`config.mk`:
```
export PLATFORM = sky130hd
export DESIGN_NAME = axis_to_dvp
export DESIGN_NICKNAME = d
export VERILOG_FILES = /design/src/rtl/axis_dvp_pkg.sv /design/src/rtl/dvp_timing_gen.sv /design/src/rtl/axis_to_dvp.sv
export SDC_FILE = /design/constraint.sdc
export NUM_CORES = 1
export LEC_CHECK = 0
export BUFFER_PORTS_ARGS = -buffer_cell sky130_fd_sc_hd__buf_2
export CAP_MARGIN = 10
export CORE_MARGIN = 4
export CORE_UTILIZATION = 25
export DETAILED_ROUTE_END_ITERATION = 8
export GPL_ROUTABILITY_DRIVEN = 0
export PLACE_DENSITY = 0.48
export SETUP_SLACK_MARGIN = 0.1
export SYNTH_ARGS = -nofsm -noshare
export SYNTH_HDL_FRONTEND = slang
export SYNTH_SLANG_ARGS = --single-unit
```
`constraint.sdc`:
```
create_clock -name pclk -period 5.9 [get_ports pclk]
set_input_delay 0.295 -clock pclk [delete_from_list [all_inputs] [get_ports pclk]]
set_output_delay 0.295 -clock pclk [all_outputs]
set_load 0.01 [all_outputs]
```
`src/rtl/axis_dvp_pkg.sv`:
```
// Shared types and sizing helpers for the AXI-Stream to DVP (FV/LV) converter.
package axis_dvp_pkg;

  localparam int DVP_DATA_W = 16;

  typedef enum logic [2:0] {
    WAIT_SOF = 3'd0,
    V_PRE    = 3'd1,
    LINE     = 3'd2,
    H_BLK    = 3'd3,
    V_POST   = 3'd4,
    V_BLK    = 3'd5
  } dvp_state_t;

  // Bits needed for a counter that runs 0..n-1 (never narrower than 1 bit).
  function automatic int cnt_w(input int n);
    return (n > 1) ? $clog2(n) : 1;
  endfunction

  function automatic int max3(input int a, input int b, input int c);
    int m;
    m = (a > b) ? a : b;
    return (m > c) ? m : c;
  endfunction

endpackage

```
`src/rtl/dvp_timing_gen.sv`:
```
// Frame/line timing FSM with pixel, line and blanking counters.
module dvp_timing_gen
  import axis_dvp_pkg::*;
#(
  parameter int H_ACTIVE = 640,
  parameter int V_ACTIVE = 480,
  parameter int H_BLANK  = 16,
  parameter int V_PORCH  = 4,
  parameter int V_BLANK  = 8,
  localparam int PIX_W   = cnt_w(H_ACTIVE),
  localparam int LINE_W  = cnt_w(V_ACTIVE),
  localparam int BLK_W   = cnt_w(max3(H_BLANK, V_PORCH, V_BLANK))
) (
  input  logic              clk,
  input  logic              rst,
  input  logic              sof,
  output logic [2:0]        state_o,
  output logic [PIX_W-1:0]  pix_o,
  output logic [LINE_W-1:0] line_o,
  output logic [BLK_W-1:0]  blk_o
);

  dvp_state_t        state_q, state_d;
  logic [PIX_W-1:0]  pix_q, pix_d;
  logic [LINE_W-1:0] line_q, line_d;
  logic [BLK_W-1:0]  blk_q, blk_d;

  logic pix_last, line_last;

  assign pix_last  = (pix_q == PIX_W'(H_ACTIVE - 1));
  assign line_last = (line_q == LINE_W'(V_ACTIVE - 1));

  always_ff @(posedge clk or posedge rst) begin
    if (rst) begin
      state_q <= WAIT_SOF;
      pix_q   <= '0;
      line_q  <= '0;
      blk_q   <= '0;
    end else begin
      state_q <= state_d;
      pix_q   <= pix_d;
      line_q  <= line_d;
      blk_q   <= blk_d;
    end
  end

  always_comb begin
    state_d = state_q;
    case (state_q)
      WAIT_SOF: if (sof) state_d = V_PRE;
      V_PRE:    if (blk_q == BLK_W'(V_PORCH - 1)) state_d = LINE;
      LINE:     if (pix_last) state_d = line_last ? V_POST : H_BLK;
      H_BLK:    if (blk_q == BLK_W'(H_BLANK - 1)) state_d = LINE;
      V_POST:   if (blk_q == BLK_W'(V_PORCH - 1)) state_d = V_BLK;
      // A start-of-frame already waiting skips WAIT_SOF so back-to-back
      // frames are separated by exactly V_BLANK FV-low cycles.
      V_BLK:    if (blk_q == BLK_W'(V_BLANK - 1)) state_d = sof ? V_PRE : WAIT_SOF;
      default:  state_d = WAIT_SOF;
    endcase
  end

  always_comb begin
    pix_d  = '0;
    line_d = line_q;
    blk_d  = '0;
    case (state_q)
      LINE: begin
        if (!pix_last) pix_d = pix_q + 1'b1;
        else           line_d = line_last ? '0 : line_q + 1'b1;
      end
      V_PRE, H_BLK, V_POST, V_BLK: begin
        if (state_d == state_q) blk_d = blk_q + 1'b1;
      end
      default: ;
    endcase
  end

  assign state_o = state_q;
  assign pix_o   = pix_q;
  assign line_o  = line_q;
  assign blk_o   = blk_q;

endmodule

```
`src/rtl/axis_to_dvp.sv`:
```
// AXI-Stream video in, parallel DVP (FV/LV/D_OUT) out; fixed timing, never stalls the line.
module axis_to_dvp
  import axis_dvp_pkg::*;
#(
  parameter int H_ACTIVE = 640,
  parameter int V_ACTIVE = 480,
  parameter int H_BLANK  = 16,
  parameter int V_PORCH  = 4,
  parameter int V_BLANK  = 8
) (
  input  logic                  pclk,
  input  logic                  reset,
  input  logic [DVP_DATA_W-1:0] s_axis_tdata,
  input  logic                  s_axis_tvalid,
  output logic                  s_axis_tready,
  input  logic                  s_axis_tuser,
  input  logic                  s_axis_tlast,
  output logic                  FV,
  output logic                  LV,
  output logic [DVP_DATA_W-1:0] D_OUT,
  output logic                  frame_done,
  output logic                  err_underflow,
  output logic                  err_framing,
  output logic [2:0]            dbg_state
);

  // Handshake: a beat transfers on a pclk edge where tvalid and tready are both 1.
  // tready is 1 throughout LINE (the line never waits for data) and, in WAIT_SOF,
  // for every beat except the start-of-frame beat, which is held until LINE.

  localparam int PIX_W  = cnt_w(H_ACTIVE);
  localparam int LINE_W = cnt_w(V_ACTIVE);
  localparam int BLK_W  = cnt_w(max3(H_BLANK, V_PORCH, V_BLANK));

  logic [2:0]        state_raw;
  dvp_state_t        state;
  logic [PIX_W-1:0]  pix_idx;
  logic [LINE_W-1:0] line_idx;
  logic [BLK_W-1:0]  blk_idx;
  logic              sof;

  assign sof = s_axis_tvalid & s_axis_tuser;

  dvp_timing_gen #(
    .H_ACTIVE (H_ACTIVE),
    .V_ACTIVE (V_ACTIVE),
    .H_BLANK  (H_BLANK),
    .V_PORCH  (V_PORCH),
    .V_BLANK  (V_BLANK)
  ) u_timing (
    .clk     (pclk),
    .rst     (reset),
    .sof     (sof),
    .state_o (state_raw),
    .pix_o   (pix_idx),
    .line_o  (line_idx),
    .blk_o   (blk_idx)
  );

  assign state     = dvp_state_t'(state_raw);
  assign dbg_state = state_raw;

  always_comb begin
    s_axis_tready = 1'b0;
    if (!reset) begin
      case (state)
        WAIT_SOF: s_axis_tready = !sof;
        LINE:     s_axis_tready = 1'b1;
        default:  s_axis_tready = 1'b0;
      endcase
    end
  end

  logic                  fv_q, fv_d;
  logic                  lv_q, lv_d;
  logic [DVP_DATA_W-1:0] dout_q, dout_d;
  logic                  frame_done_q, frame_done_d;
  logic                  err_u_q, err_u_d;
  logic                  err_f_q, err_f_d;
  logic                  in_line, beat_ok, first_pix, last_pix;

  assign in_line   = (state == LINE);
  assign beat_ok   = in_line && s_axis_tvalid;
  assign first_pix = (line_idx == '0) && (pix_idx == '0);
  assign last_pix  = (pix_idx == PIX_W'(H_ACTIVE - 1));

  // Outputs are the registered image of the current state, so the visible
  // FV/LV timeline trails the FSM by one cycle.
  always_comb begin
    fv_d         = (state == V_PRE) || (state == LINE) || (state == H_BLK) || (state == V_POST);
    lv_d         = in_line;
    dout_d       = beat_ok ? s_axis_tdata : '0;
    frame_done_d = (state == V_BLK) && (blk_idx == '0);
    err_u_d      = err_u_q || (in_line && !s_axis_tvalid);
    err_f_d      = err_f_q ||
                   (beat_ok && ((s_axis_tlast != last_pix) || (s_axis_tuser && !first_pix)));
  end

  always_ff @(posedge pclk or posedge reset) begin
    if (reset) begin
      fv_q         <= 1'b0;
      lv_q         <= 1'b0;
      dout_q       <= '0;
      frame_done_q <= 1'b0;
      err_u_q      <= 1'b0;
      err_f_q      <= 1'b0;
    end else begin
      fv_q         <= fv_d;
      lv_q         <= lv_d;
      dout_q       <= dout_d;
      frame_done_q <= frame_done_d;
      err_u_q      <= err_u_d;
      err_f_q      <= err_f_d;
    end
  end

  assign FV            = fv_q;
  assign LV            = lv_q;
  assign D_OUT         = dout_q;
  assign frame_done    = frame_done_q;
  assign err_underflow = err_u_q;
  assign err_framing   = err_f_q;

endmodule

```
* After elaboration in Yosys (flattened, before gate mapping) *
Index checks and enable logic that the tools add are counted.

word-level totals
  register bits = 47
  input bits = 21

operators by class
  add/sub/neg operators = 3
  equal/unequal tests = 12
  multiplexer cells = 17
  bitwise logic cells = 1
  reduce and logical (&&, ||, !) cells = 21

operator list
  cell                                                 count
  2-to-1 mux 3 bit                                     7
  2-to-1 mux 10 bit                                    2
  case mux 3 bit (6 select lines)                      1
  2-to-1 mux 16 bit                                    1
  adder 10 x 1 -> 10 bit, second input constant        1
  equality test 10 bit, second input constant          1
  zero test 10 bit                                     1
  adder 9 x 1 -> 9 bit, second input constant          1
  equality test 9 bit, second input constant           1
  zero test 9 bit                                      1
  2-to-1 mux 9 bit                                     1
  2-to-1 mux 4 bit                                     2
  equality test 3 x 2 -> 1 bit, second input constant  2
  equality test 3 bit, second input constant           2
  logical AND 1 bit                                    6
  logical OR 1 bit                                     6
  adder 4 x 1 -> 4 bit, second input constant          1
  equality test 4 x 2 -> 1 bit, second input constant  1
  equality test 4 x 3 -> 1 bit, second input constant  1
  equality test 4 bit, second input constant           1
  zero test 4 bit                                      1
  OR reduction 4 bit                                   1
  equality test 3 x 1 -> 1 bit, second input constant  1
  equality test 3 bit                                  1
  7 further kinds                                      10

* Depth between registers and ports, before layout *
  depth after elaboration = 7
  depth in mapped cells = 7

* Hierarchy *
Synthesis repeated with hierarchy kept, for this count alone.

unflattened totals
  cell total of the unflattened synthesis = 197
  area, all modules = 2135.8 um^2

modules (own cells, without submodules)
  module          times used  cells an instance  area an instance (um^2)  sequential area each (um^2)
  dvp_timing_gen  1           133                1330.0                   650.6
  axis_to_dvp     1           64                 805.8                    525.5

* Least setup slack after synthesis *
OpenSTA, ideal clock, no wires.

  path kind = reg2reg
  start = register u_timing.state_q[2], in the netlist u_timing.state_o[2]
  end = register u_timing.blk_q[0], in the netlist u_timing.blk_o[0]
  library setup time = 0.139 ns
  data arrival time = 1.837 ns
  slack = 3.923 ns
  cell stages (with the launch flop) = 8
  buffers on the path = 2
  clock period less this slack = 1.977 ns
  cells stage by stage = dfrtp_1 > buf_6 > or3b_1 > buf_6 > nor4_2 > and2_1 > o21a_1 > nor3_1

on the way
  longest elaborated chain between the ends = 5
  elaborated cells between the ends (all ways) = 17

RTL lines
  what                                         RTL line                                    RTL
  from (decl)                                  dvp_timing_gen.sv:23                        dvp_state_t state_q, state_d;
  from (signal assigned)                       dvp_timing_gen.sv:40                        state_q <= state_d;
  equality test 3 bit (tied with other cells)  dvp_timing_gen.sv:49, dvp_timing_gen.sv:66
  case mux 3 bit (6 select lines)              dvp_timing_gen.sv:49                        case (state_q)
  equality test 3 bit                          dvp_timing_gen.sv:72                        if (state_d == state_q) blk_d = blk_q + 1'b1;
  2-to-1 mux 4 bit                             dvp_timing_gen.sv:72
  2-to-1 mux 4 bit *                           dvp_timing_gen.sv:66                        case (state_q)
  net u_timing.blk_d[0]                        dvp_timing_gen.sv:26                        logic [BLK_W-1:0] blk_q, blk_d;
  to (signal assigned)                         dvp_timing_gen.sv:43                        blk_q <= blk_d;
  to (decl)                                    dvp_timing_gen.sv:26

Mark *: on every way through the listed nets, which the timed path passes. The rest lies on a longest branch.
A chain may end at the register's enable or synchronous reset.

* Final worst setup path *
Ends and elaborated chain as after synthesis.

==> metrics.cfg <==
[route]
dr.pass1.iters = 4
ant_nets = 0
wirelength_mm = 4.67
vias = 1623
routed_via_density = 4.57
drc = 0
drt_iter0_drc = 46
routedWlPerCell_um = 13.2

[layout]
synthToLayoutAreaGrowth_pct = 19.7
fill_cells = 864
finalNonFillerCells = 355
n_antenna_cell = 0
layout.nets = 276
regArea_mm2 = 0.00118
drive_gt1_frac = 0.232
multi_input_area_um2 = 882

[worst_setup_path]
critPathLaunchType = flop
arrival_ns = 2.33
crit_path_start = u_timing.state_o[2]
timing.rr.end = u_timing.blk_o[0]
worstSetupEndpoint = u_timing.blk_o[0]
crit-reg2reg-launch = u_timing.state_o[2]
r2r_setup_slack_ns = 3.73
worst_setup_path_end_kind = flop
cp_max_fo = 10
critical_path_class = reg2reg
critical_path_required_ns = 6.07
r2r_cells = 5

[clocking]
clock_path_buffers = 2
postCtsSetupBuffers = 0
htreeDepth = 2
clk_latency_ns = 0.30
clock-sinks = 47
cts_tree = built
cts.clk_slew.worst_paths_ns = 0.10
post_cts_resized = 0
ctsHoldBuffers = 0
cts_buffers = 5
clock-root-buffer = clkbuf_8

[floorplanning]
die_w_um = 101
start_util = 0.259
rows = 33
io_pins = 46
dieArea_mm2 = 0.0101
core_mm2 = 0.00830
die_y_um = 101

[power_and_ir_drop]
internal_power_w = 0.000467
p_leak_nw = 1.21
ir_worst_vdd_mv = 0.0962
power_density_mw_per_mm2 = 234
switching_share = 0.222
p_switching_w = 0.000133
pwr-share-clk = 0.405
p_seq_frac = 0.547
power_frac_comb = 0.048

[logic_synthesis]
syn_nets = 232
yosys.area.top_type = dfrtp_1
syn_area_mm2 = 0.00215
synth_seq_cells = 47
yosys-top-cells-area = dfrtp_1, and3_1, xnor2_1, ha_1, nand2_1
synth.distinct_cells = 42
ys_warn_count = 0
synth-edff-count = 0
ys_seq_area_frac = 0.548
postSynthAreaPerCell_um2 = 10.5
ys.flop_type = dfrtp_1
async_flop_share = 1.00
synthTopCellsByCount = dfrtp_1, and3_1, nand2_1
yosysTopAreaCellShare = 0.548
yosysMostFrequentCell = dfrtp_1
syn_inst = 205

[sta]
finalClockSkew_ns = 0.00867
period_needed_ns = 2.17
fin_tns_setup_ns = 0
worst_hold_slack_ns = 0.224
period_share = 0.367
timing.fmax_mhz = 462
finalHoldViolCount = 0
rsz0062_at_grt = false
setup_violations = 0
slew_violations = 0
relSlewSlack = 0.331
max_slew.worst_pin.slew_ns = 1.00

[global_routing]
use_met3 = 0.0291
grt_usage = 0.0964
grt_max_degree = 48
antenna_found_initial = 0
use_met1 = 0.126
overflow = 0
grt_pass1_wl_mm = 7.86
grt_most_used_layer = met2
grt_pass1_vias = 1654
met2_usage = 0.157

[flow_run]
max-cap-violations = 0

[placement]
io_buffer_count = 45
dp_hpwl_mm = 3.37
dp.cells = 347

[min_path]
hold_start = s_axis_tdata[12]
hold_class = in2reg

[outcome]
outcome = finished clean

cell families after synthesis:
family | synth area share
and+or+nand+nor | 0.244
xor gates and xnor gates | 0.0571
AOI/OAI and AO/OA | 0.0746
adders and majority gates | 0.0350
DFF | 0.548
buffers and inverters | 0.0408
critical path: stages, from the launching register on:
cell and delay (ns):
dfrtp_1 0.49, or3b_1 0.55, nor4_2 0.41, and2_1 0.30, o21a_1 0.22, nor3_1 0.07
worst min path at each step:
| stage | to | depth (start not counted) |
|---|---|---|
| 2_1_floorplan | D_OUT[0] | 1 |
| 3_3_place_gp | err_framing | 1 |
| 3_5_place_dp | err_framing | 1 |
| 4_1_cts | D_OUT[12] | 2 |
| 5_1_grt | D_OUT[11] | 2 |
| 6_report | D_OUT[12] | 2 |
power by group through the flow:
stage                     clock [W]  sequential, W  combinational (W)
final                      0.000243       0.000328          0.0000288
after global routing       0.000266       0.000329          0.0000331
after CTS                  0.000252       0.000328          0.0000300
after detailed placement          0       0.000335          0.0000300
after global placement            0       0.000335          0.0000299
after floorplan                   0       0.000338          0.0000107
registers in the layout, summed over array words and instances, names as in the netlist:
name	flops
err_underflow	1
err_framing	1
u_timing.blk_o	4
D_OUT	16
u_timing.pix_o	10
frame_done	1
u_timing.line_o	9
FV	1
u_timing.state_o	3
LV	1
layout by cell type (no fill, tap or decap), types with 2 or more instances in the layout:
master | synthesis | final
ha_1 | 6 | 6
xnor2_1 | 10 | 10
xor2_1 | 4 | 4
nor3_1 | 6 | 6
nand4_1 | 4 | 4
clkbuf_8 | 0 | 5
nand2_1 | 18 | 18
nand3_1 | 8 | 8
a21o_1 | 2 | 2
nand3b_1 | 2 | 2
nor4_1 | 5 | 5
and3_1 | 19 | 19
nor2b_1 | 2 | 2
and4_1 | 3 | 3
inv_1 | 10 | 9
nor2_1 | 17 | 17
buf_2 | 1 | 45
and2_1 | 2 | 2
a21oi_1 | 4 | 4
dfrtp_1 | 47 | 47
o21ai_0 | 9 | 9
metrics by stage:
step           total power (W)  cell area, um2  setup slack (ns)  utilization
3_3_place_gp          0.000365            2450              3.81        0.295
5_1_grt               0.000628            2570              3.47        0.309
6_report              0.000600            2570              3.73        0.309
4_1_cts               0.000611            2570              3.75        0.309
3_5_place_dp          0.000365            2450              3.76        0.295
2_1_floorplan         0.000349            2150              3.92            -
routing by layer:
layer	vias to the layer above	wire, um
li1	802	-
met1	780	2180
met2	39	2180
met5	-	0
met3	2	290
met4	0	20
final cells by class:
class | count | area share
timing repair buffer | 45 | 0.0877
multi-input combinational | 140 | 0.344
sequential | 47 | 0.458
inverter | 10 | 0.0146
tap | 105 | 0.0512
clock buffer | 5 | 0.0268
clock inverter | 3 | 0.0180
(Power assumes the default switching activity.)
